**config.mk**
```make
export PLATFORM = sky130hd
export DESIGN_NAME = vc_input_port
export DESIGN_NICKNAME = d
export VERILOG_FILES = /design/src/rtl/noc_params.sv /design/src/rtl/rc_unit.sv /design/src/rtl/vc_channel.sv /design/src/rtl/vc_input_port.sv
export SDC_FILE = /design/constraint.sdc
export NUM_CORES = 1
export LEC_CHECK = 0
export BUFFER_PORTS_ARGS = -buffer_cell sky130_fd_sc_hd__buf_4
export CORE_ASPECT_RATIO = 0.7
export CORE_UTILIZATION = 52
export CTS_CLUSTER_SIZE = 14
export DETAILED_ROUTE_END_ITERATION = 6
export PLACE_DENSITY = 0.82
export SYNTH_ARGS = -nofsm -noshare
export SYNTH_HDL_FRONTEND = slang
export SYNTH_SLANG_ARGS = --single-unit
```
**constraint.sdc**
```tcl
create_clock -name clk -period 4.9 [get_ports clk]
set_input_delay 0.49 -clock clk [delete_from_list [all_inputs] [get_ports clk]]
set_output_delay 0.49 -clock clk [all_outputs]
set_load 0.02 [all_outputs]
```
**src/rtl/noc_params.sv**
```systemverilog
// Shared NoC types and sizing for the router input port.
// Holds flit layout, port and label encodings, and the per-VC state enum.
package noc_params;

  localparam int MESH_SIZE_X      = 4;
  localparam int MESH_SIZE_Y      = 4;
  localparam int DEST_ADDR_SIZE_X = $clog2(MESH_SIZE_X);
  localparam int DEST_ADDR_SIZE_Y = $clog2(MESH_SIZE_Y);
  localparam int VC_NUM           = 2;
  localparam int VC_SIZE          = $clog2(VC_NUM);
  localparam int DATA_SIZE        = 16;

  typedef enum logic [1:0] {HEAD, BODY, TAIL, HEADTAIL} flit_label_t;

  typedef enum logic [2:0] {LOCAL, NORTH, SOUTH, WEST, EAST} port_t;

  typedef enum logic [1:0] {IDLE, VA, ACTIVE} vc_state_t;

  typedef struct packed {
    flit_label_t                 flit_label;
    logic [VC_SIZE-1:0]          vc_id;
    logic [DEST_ADDR_SIZE_X-1:0] x_dest;
    logic [DEST_ADDR_SIZE_Y-1:0] y_dest;
    logic [DATA_SIZE-1:0]        data;
  } flit_t;

  function automatic logic is_head(input flit_label_t l);
    return (l == HEAD) || (l == HEADTAIL);
  endfunction

  function automatic logic is_tail(input flit_label_t l);
    return (l == TAIL) || (l == HEADTAIL);
  endfunction

endpackage

```
**src/rtl/rc_unit.sv**
```systemverilog
// XY dimension-ordered route computation: resolve X first, then Y.
// Smaller y is NORTH, larger y is SOUTH; a match on both is LOCAL.
module rc_unit
  import noc_params::*;
#(
  parameter int X_CURRENT = MESH_SIZE_X / 2,
  parameter int Y_CURRENT = MESH_SIZE_Y / 2
) (
  input  logic [DEST_ADDR_SIZE_X-1:0] i_x_dest,
  input  logic [DEST_ADDR_SIZE_Y-1:0] i_y_dest,
  output port_t                       o_out_port
);

  localparam logic [DEST_ADDR_SIZE_X-1:0] XC = DEST_ADDR_SIZE_X'(X_CURRENT);
  localparam logic [DEST_ADDR_SIZE_Y-1:0] YC = DEST_ADDR_SIZE_Y'(Y_CURRENT);

  // Pick the output direction from the destination offset
  always_comb begin
    o_out_port = LOCAL;
    if (i_x_dest > XC)      o_out_port = EAST;
    else if (i_x_dest < XC) o_out_port = WEST;
    else if (i_y_dest < YC) o_out_port = NORTH;
    else if (i_y_dest > YC) o_out_port = SOUTH;
  end

endmodule

```
**src/rtl/vc_channel.sv**
```systemverilog
// One virtual channel: flit FIFO, IDLE/VA/ACTIVE FSM, latched route and
// latched downstream VC. A stray BODY/TAIL at the front of an IDLE VC is
// discarded and flagged; it never produces a credit.
// Handshake: i_sa_grant is already qualified with the VC select by the
// parent; a pop happens only when this VC is ACTIVE and non-empty, so a
// grant to a non-requesting VC has no effect.
module vc_channel
  import noc_params::*;
#(
  parameter int BUFFER_SIZE = 8,
  parameter int X_CURRENT   = MESH_SIZE_X / 2,
  parameter int Y_CURRENT   = MESH_SIZE_Y / 2
) (
  input  logic               clk,
  input  logic               rst,
  input  logic               i_push,
  input  flit_t              i_flit,
  input  logic               i_va_grant,
  input  logic [VC_SIZE-1:0] i_va_vc_new,
  input  logic               i_sa_grant,
  output logic               o_va_req,
  output logic               o_sa_req,
  output port_t              o_out_port,
  output logic               o_fwd_pop,
  output flit_t              o_fwd_flit,
  output logic               o_err
);

  localparam int AW = $clog2(BUFFER_SIZE);
  localparam int PW = AW + 1;

  flit_t              r_mem [BUFFER_SIZE];
  logic [PW-1:0]      r_wr_ptr;
  logic [PW-1:0]      r_rd_ptr;
  vc_state_t          r_state;
  port_t              r_out_port;
  logic [VC_SIZE-1:0] r_vc_new;

  logic  w_empty;
  logic  w_full;
  flit_t w_front;
  port_t w_rc_port;
  logic  w_discard;
  logic  w_fwd;
  logic  w_pop;
  logic  w_wr_en;
  logic  w_drop;

  assign w_empty = (r_wr_ptr == r_rd_ptr);
  assign w_full  = (r_wr_ptr[AW] != r_rd_ptr[AW]) &&
                   (r_wr_ptr[AW-1:0] == r_rd_ptr[AW-1:0]);
  assign w_front = r_mem[r_rd_ptr[AW-1:0]];

  assign w_discard = (r_state == IDLE) && !w_empty && !is_head(w_front.flit_label);
  assign w_fwd     = (r_state == ACTIVE) && !w_empty && i_sa_grant;
  assign w_pop     = w_discard || w_fwd;
  // A pop in the same cycle frees the slot, so a push into a full FIFO is kept
  assign w_wr_en   = i_push && (!w_full || w_pop);
  assign w_drop    = i_push && w_full && !w_pop;

  assign o_va_req   = (r_state == VA);
  assign o_sa_req   = (r_state == ACTIVE) && !w_empty;
  assign o_out_port = r_out_port;
  assign o_fwd_pop  = w_fwd;
  assign o_err      = w_drop || w_discard;

  rc_unit #(
    .X_CURRENT (X_CURRENT),
    .Y_CURRENT (Y_CURRENT)
  ) u_rc (
    .i_x_dest   (w_front.x_dest),
    .i_y_dest   (w_front.y_dest),
    .o_out_port (w_rc_port)
  );

  // Forwarded copy of the front flit carries the downstream VC
  always_comb begin
    o_fwd_flit       = w_front;
    o_fwd_flit.vc_id = r_vc_new;
  end

  // Flit storage; contents need no reset since pointers define validity
  always_ff @(posedge clk) begin
    if (w_wr_en) r_mem[r_wr_ptr[AW-1:0]] <= i_flit;
  end

  // FIFO pointers with an extra wrap bit to tell full from empty
  always_ff @(posedge clk) begin
    if (rst) begin
      r_wr_ptr <= '0;
      r_rd_ptr <= '0;
    end else begin
      if (w_wr_en) r_wr_ptr <= r_wr_ptr + PW'(1);
      if (w_pop)   r_rd_ptr <= r_rd_ptr + PW'(1);
    end
  end

  // Per-VC packet FSM: route on head, wait for VC grant, forward to tail
  always_ff @(posedge clk) begin
    if (rst) begin
      r_state    <= IDLE;
      r_out_port <= LOCAL;
      r_vc_new   <= '0;
    end else begin
      case (r_state)
        IDLE: begin
          if (!w_empty && is_head(w_front.flit_label)) begin
            r_out_port <= w_rc_port;
            r_state    <= VA;
          end
        end
        VA: begin
          if (i_va_grant) begin
            r_vc_new <= i_va_vc_new;
            r_state  <= ACTIVE;
          end
        end
        ACTIVE: begin
          if (w_fwd && is_tail(w_front.flit_label)) r_state <= IDLE;
        end
        default: r_state <= IDLE;
      endcase
    end
  end

endmodule

```
**src/rtl/vc_input_port.sv**
```systemverilog
// Router input port with VC_NUM virtual channels. Steers incoming flits to
// their VC FIFO, exposes VA/SA requests, and registers the forwarded flit
// and the upstream credit one cycle after the switch grant.
// Optional macro IP_PERF_CNT_EN adds perf_flits_o: a saturating 16-bit
// forwarded-flit counter per VC.
module vc_input_port
  import noc_params::*;
#(
  parameter int BUFFER_SIZE = 8,
  parameter int X_CURRENT   = MESH_SIZE_X / 2,
  parameter int Y_CURRENT   = MESH_SIZE_Y / 2
) (
  input  logic                            clk,
  input  logic                            rst,
  input  flit_t                           data_i,
  input  logic                            valid_flit_i,
  output logic                            credit_valid_o,
  output logic [VC_SIZE-1:0]              credit_vc_o,
  output port_t [VC_NUM-1:0]              out_port_o,
  output logic [VC_NUM-1:0]               va_req_o,
  input  logic [VC_NUM-1:0]               va_grant_i,
  input  logic [VC_NUM-1:0][VC_SIZE-1:0]  va_vc_new_i,
  output logic [VC_NUM-1:0]               sa_req_o,
  input  logic                            sa_grant_i,
  input  logic [VC_SIZE-1:0]              sa_vc_sel_i,
  output flit_t                           flit_o,
  output logic                            flit_valid_o,
  output logic                            error_o
`ifdef IP_PERF_CNT_EN
  ,
  output logic [VC_NUM-1:0][15:0]         perf_flits_o
`endif
);

  logic [VC_NUM-1:0]  w_push;
  logic [VC_NUM-1:0]  w_sa_hit;
  logic [VC_NUM-1:0]  w_fwd_pop;
  logic [VC_NUM-1:0]  w_err;
  flit_t [VC_NUM-1:0] w_fwd_flit;
  logic               w_fwd_any;

  for (genvar v = 0; v < VC_NUM; v++) begin : g_vc
    assign w_push[v]   = valid_flit_i && (data_i.vc_id == VC_SIZE'(v));
    assign w_sa_hit[v] = sa_grant_i && (sa_vc_sel_i == VC_SIZE'(v));

    vc_channel #(
      .BUFFER_SIZE (BUFFER_SIZE),
      .X_CURRENT   (X_CURRENT),
      .Y_CURRENT   (Y_CURRENT)
    ) u_vc (
      .clk         (clk),
      .rst         (rst),
      .i_push      (w_push[v]),
      .i_flit      (data_i),
      .i_va_grant  (va_grant_i[v]),
      .i_va_vc_new (va_vc_new_i[v]),
      .i_sa_grant  (w_sa_hit[v]),
      .o_va_req    (va_req_o[v]),
      .o_sa_req    (sa_req_o[v]),
      .o_out_port  (out_port_o[v]),
      .o_fwd_pop   (w_fwd_pop[v]),
      .o_fwd_flit  (w_fwd_flit[v]),
      .o_err       (w_err[v])
    );
  end

  // Only the selected VC can pop, so the select also picks the flit
  assign w_fwd_any = |w_fwd_pop;

  // Registered crossbar flit, credit pulse and sticky error flag
  always_ff @(posedge clk) begin
    if (rst) begin
      flit_o         <= '0;
      flit_valid_o   <= 1'b0;
      credit_valid_o <= 1'b0;
      credit_vc_o    <= '0;
      error_o        <= 1'b0;
    end else begin
      flit_valid_o   <= w_fwd_any;
      credit_valid_o <= w_fwd_any;
      if (w_fwd_any) begin
        flit_o      <= w_fwd_flit[sa_vc_sel_i];
        credit_vc_o <= sa_vc_sel_i;
      end
      if (|w_err) error_o <= 1'b1;
    end
  end

`ifdef IP_PERF_CNT_EN
  logic [VC_NUM-1:0][15:0] r_perf;

  // Saturating per-VC count of forwarded flits
  always_ff @(posedge clk) begin
    if (rst) begin
      r_perf <= '0;
    end else begin
      for (int v = 0; v < VC_NUM; v++) begin
        if (w_fwd_pop[v] && (r_perf[v] != 16'hFFFF)) r_perf[v] <= r_perf[v] + 16'd1;
      end
    end
  end

  assign perf_flits_o = r_perf;
`endif

endmodule

```
Yosys cells after proc, flatten, opt, wreduce, memory -nomap -nowiden:

Memories as Yosys holds them, arrays and structs flattened. A register that Yosys moved wholly into a read port is not among the register bits.
Cells that the tools add are included.

* add/subtract/negate cells: 4
* magnitude comparators: 9
* equality and inequality tests: 20
* mux-type cells: 26
* bitwise gates (word level): 2
* reduce and logical (&&, ||, !) cells: 54

Operators with widths (number)
* two-way mux 23 bit: 2
* logical AND 1 bit: 24
* two-way mux 2 bit: 12
* two-way mux 3 bit: 6
* adder 4 x 1 -> 4 bit, second input constant: 4
* == test 2 bit, second input constant: 6
* inequality test 2 bit, second input constant: 6
* case mux 2 bit (3 select lines): 2
* logical OR 1 bit: 10
* == test 4 bit: 2
* greater-than comparator 2 bit, second input constant: 4
* logical NOT 1 bit: 8
* logical NOT 2 bit: 4
* < comparator 2 bit, second input constant: 4
* AND reduction 2 bit: 4
* == test 3 bit: 2
* AND reduction 3 bit: 2
* == test 2 x 1 -> 1 bit, second input constant: 2
* two-way mux 1 bit: 4
* OR reduction 2 bit: 2
* < comparator 1 x 2 -> 1 bit, second input constant: 1
* inequality test 1 bit: 2
* inverter 1 bit: 2

* bits in registers: 54
* RAM bits: 368
* memories: 2

Memory list
* g_vc[0].u_vc.r_mem: words 8, bits a word 23, read ports 1, clocked after Yosys merged registers in 1, wr ports 1, RTL line vc_channel.sv:32 `flit_t r_mem [BUFFER_SIZE];`
* g_vc[1].u_vc.r_mem: words 8, bits a word 23, read ports 1, clocked after Yosys merged registers in 1, wr ports 1, RTL line vc_channel.sv:32

Longest topological paths before layout:

* depth after elaboration: 9
* depth in mapped cells: 11

By module:

A second synthesis with hierarchy kept.

* cells, all modules: 856
* area total of the unflattened synthesis: 16472.0 µm²

By module, submodules not included
* vc_channel: times used 2, cells an instance 363, area each 7556.0 µm², sequential area each 5625.4 µm²
* vc_input_port: times used 1, cells an instance 122, area each 1312.5 µm², sequential area each 520.5 µm²
* rc_unit: times used 2, cells an instance 4, area each 23.8 µm², sequential area each 0.0 µm²

Worst setup path after synthesis:

Ideal clock, no wire load.

* kind: register -> register
* from: register (tool-made name)
* to: memory g_vc[1].u_vc.r_mem[4][0] in the netlist's numbering (enable)
* setup time: 433 ps
* arrival time: 4495 ps
* path slack: -28 ps
* cell stages (with the launch flop): 12
* buffers on the path: 2
* period minus slack after synthesis: 4928 ps
* cells stage by stage: dfxtp_1 buf_2 buf_2 mux4_2 mux2i_1 inv_1 ha_1 nor2_1 o21bai_1 a21oi_1 nand2b_1 nor3b_1

RTL lines (RTL line)
* end: declaration: vc_channel.sv:32

==> out/metrics.csv <==
stage;metric;value;unit
floorplanning;ios;69;
floorplanning;initial_utilization;52.99;%
cells_and_area;finalCoreUtilization;60.32;%
timing;setup_repair_after_global_routing_missed_its_margin;no;
global_routing;antenna_violations_before_repair;1;
timing;setup_tns;0;ns
timing;final_period_minus_worst_setup_slack;3.782;ns
timing;slew-limit-headroom;32.01;%
cells_and_area;layout.filler_cells;2123;
synthesis;postSynth.topFlopCell;edfxtp_1;
floorplanning;die_area;31400;µm²
routing;firstDrtPassIters;4;
cts;cts_max_path_buffers;3;
timing;tightest_slew;1.011;ns
synthesis;async_reset_ff_share;0;%
worst_setup_path;path_cells;buf_4 -> mux2i_1 -> ha_1 -> nor3_1 -> nor3_1 -> a21boi_1 -> nand2b_1 -> nor3b_2 -> buf_4;
global_routing;gr-usage-met1;33.00;%
synthesis;synth_edf_count;352;
placement;dp_hpwl;20260;µm
cts;tritoncts;done;
flow_run;max_cap_viol_count;0;
routing;postRouteAntennaNets;0;
worst_setup_path;critical_path.max_stage_delay;0.57;ns
cells_and_area;insertedDiodeCount;0;
global_routing;grtUsageMet2;33.26;%
status;status;finished clean;
global_routing;first_global_vias;8264;
global_routing;first_pass_grt_wire_length;50650;µm
cells_and_area;final_layout_size_suffix_gt1_share;27.57;%
placement;count_of_input_and_output_buffers;68;
routing;drt_first_iter_violations;898;
worst_setup_path;setup.reg_to_reg.worst_slack;1.12;ns
floorplanning;core_area;30110;µm²
worst_setup_path;timing.reg2reg.worst_path_depth;9;
worst_setup_path;worst-endpoint-required;5.09;ns
pwr;power.static_leakage;0.005795;µW
floorplanning;chipWidth;211.4;µm
cts;clk-insertion-delay-late;0.53;ns
placement;gp_congestion;0.7835;
synthesis;post_synth_inst_count;833;
pwr;irDropWorstVdd;0.0003245;V
cells_and_area;area.growth.synth_to_final;13.82;%
worst_setup_path;timing.critical_path.to_type;flop;
cts;cts_buffers;38;
worst_hold_path;hold-path-cell-count;3;
cells_and_area;layout.cells.most_common;edfxtp_1;
routing;route.detailed.drc;0;
global_routing;global_route.overflow_total;0;
floorplanning;chipHeight;148.6;µm
synthesis;syn-cell-area;15950;µm²
cts;cts_resized;0;
synthesis;postSynthNetCount;873;
cts;cts_max_level;2;
routing;route.detailed.wl_per_inst;25.10;µm
timing;finalMaxSlewViolations;0;
synthesis;synth_seq_cells;412;
routing;dr_total_vias;8186;
worst_setup_path;cp_data_arrival_time;3.97;ns
cts;clock_sinks;412;
timing;fmaxAchievable;0.2644;GHz
timing;final_count_of_hold_timing_violations;0;
synthesis;synth_cell_types;51;
global_routing;grtUsageTotal;22.25;%
cells_and_area;net_total_in_the_final_layout;955;
timing;report.final.setup_viol;0;
synthesis;ys_warn_count;0;
cells_and_area;most_frequent_cells_in_the_layout;edfxtp_1 (352), buf_4 (91), mux4_2 (88), dfxtp_1 (54), clkbuf_16 (41);
timing;timing.final.crit_share;77.19;%
global_routing;pin_count_of_the_biggest_net_entering_global_routing;47;
pwr;power-per-cell-area;432.4;nW/µm²
cts;cts_hold_buf;0;
global_routing;top_usage_layer;met2;
global_routing;groute.layer.met3.usage;4.814;%
timing;finalClockSkew;0.01132;ns
cts;ctsRootBufferMaster;clkbuf_16;
worst_setup_path;cp_max_fo;37;
synthesis;synth_seq_area_share;73.78;%
worst_hold_path;min-delay-path-class;in2reg;
routing;avgViaCountPerCell;6.041;
floorplanning;fp-row-count;53;
worst_setup_path;critPathLaunchType;flop;
cts;worst_setup_hold_path_clk_slew;0.06;ns
worst_setup_path;critical_path_class;reg2reg;
routing;detail_route.wirelength;34010;µm
synthesis;avgSynthCellArea;19.15;µm²
worst_setup_path;cpMaxStageDelayCell;buf_4;
cts;buffer_count_from_post_cts_setup_fixing;0;
[cell type report]
cell class              instances  area, µm²  share of cell area (%)
well taps                     412      515.5                   2.839
inverters                       8      30.03                  0.1654
clock buffers                  58       1090                   6.002
multi-input cells             364       4013                   22.10
repair buffers                 91      683.2                   3.762
flip-flops and latches        412      11780                   64.87
clock inverters                10      48.80                  0.2687
[critical path, delay by kind of cell (launching register included)]
family | cells | cell delay, ns
compound gates | 1 | 0.44
fa+ha+maj | 1 | 0.33
buf+inv | 2 | 0.93
flops | 1 | 0.36
mux | 1 | 0.42
simple gates | 4 | 0.90
[power by group]
group	leakage (µW)	total, µW	internal (µW)	switching [µW]
clock	0.000545	2760	1540	1220
sequential	0.00367	3980	3890	89.8
combinational	0.00158	1120	468	647
total	0.00580	7850	5890	1960
[cells by family (layout without fill, tap and decap cells)]
kind of cell               count (synthesis)  count (layout)  synth area share, %
buffers and inverters                     57             167                1.702
AOI/OAI and AO/OA                         93              93                4.078
adders and majority gates                  8               8               0.6274
xor gates and xnor gates                  17              17               0.9803
DFF                                      412             412                73.78
and+or+nand+nor                          124             124                4.243
muxes                                    122             122                14.59
[path summary, 6_finish.rpt]
path,start,end
min reg2reg,g_vc[1].u_vc.o_out_port[2]$_SDFFE_PP0P_,g_vc[1].u_vc.o_out_port[2]$_SDFFE_PP0P_
max,flop,g_vc[0].u_vc.r_mem[4][16]$_DFFE_PP_
min,va_vc_new_i[0],g_vc[0].u_vc.r_vc_new$_SDFFE_PP0P_
max reg2reg,flop,g_vc[0].u_vc.r_mem[4][16]$_DFFE_PP_
[stage by stage]
step / setup slack, ns / cells / hold WS [ns] / area [µm²] / power [µW]
2_1_floorplan: 0.02261 / 833 / 0.4329 / 15960 / 4801
3_3_place_gp: 1.335 / 1287 / 0.4463 / 17020 / 5117
3_5_place_dp: 1.146 / 1287 / 0.4520 / 17020 / 5150
4_1_cts: 1.115 / 1355 / 0.2041 / 18160 / 7887
5_1_grt: 0.7384 / 1355 / 0.2120 / 18160 / 8112
6_report: 1.118 / 1355 / 0.2236 / 18160 / 7852
[Yosys cell counts (2+ instances only)]
| cell | count | area (µm²) |
|---|---|---|
| edfxtp_1 | 352 | 10570 |
| mux4_2 | 88 | 1982 |
| dfxtp_1 | 60 | 1201 |
| a21oi_1 | 33 | 165.2 |
| mux2i_1 | 30 | 300.3 |
| nor2_1 | 28 | 105.1 |
| buf_2 | 22 | 110.1 |
| nand2_1 | 21 | 78.83 |
| a22o_1 | 20 | 175.2 |
| nor2b_1 | 20 | 125.1 |
| clkbuf_1 | 19 | 71.32 |
| a211oi_1 | 18 | 135.1 |
| nor3_1 | 10 | 50.05 |
| nor3b_1 | 10 | 75.07 |
| xnor2_1 | 10 | 87.58 |
| ha_1 | 8 | 100.1 |
| inv_1 | 8 | 30.03 |
| nand2b_1 | 8 | 50.05 |
| nand3_1 | 8 | 40.04 |
| buf_4 | 6 | 45.04 |
| o21ai_0 | 6 | 30.03 |
| xor2_1 | 6 | 52.55 |
| mux2_2 | 4 | 45.04 |
| nand3b_1 | 3 | 22.52 |
| nand4_1 | 3 | 18.77 |
| a21bo_2 | 2 | 20.02 |
| a221oi_1 | 2 | 17.52 |
| a41oi_1 | 2 | 17.52 |
| and2b_1 | 2 | 15.01 |
| and3_1 | 2 | 12.51 |
| or3_1 | 2 | 12.51 |
[layer usage]
| layer | routed length, µm | part of all wire [%] |
|---|---|---|
| met2 | 15670 | 46 |
| met5 | 13 | 0.038 |
| met4 | 783 | 2.3 |
| met3 | 2947 | 8.7 |
| met1 | 14600 | 43 |
[state kept, by name, summed over array words and instances (netlist names), named ones only]
name	cells
flit_o	23
flit_valid_o	1
g_vc.u_vc.r_state	4
error_o	1
g_vc.u_vc.r_rd_ptr	8
g_vc.u_vc.o_out_port	6
g_vc.u_vc.r_mem	352
g_vc.u_vc.r_vc_new	2
credit_vc_o	1
g_vc.u_vc.r_wr_ptr	8
Power figures use the tool's default switching activity.
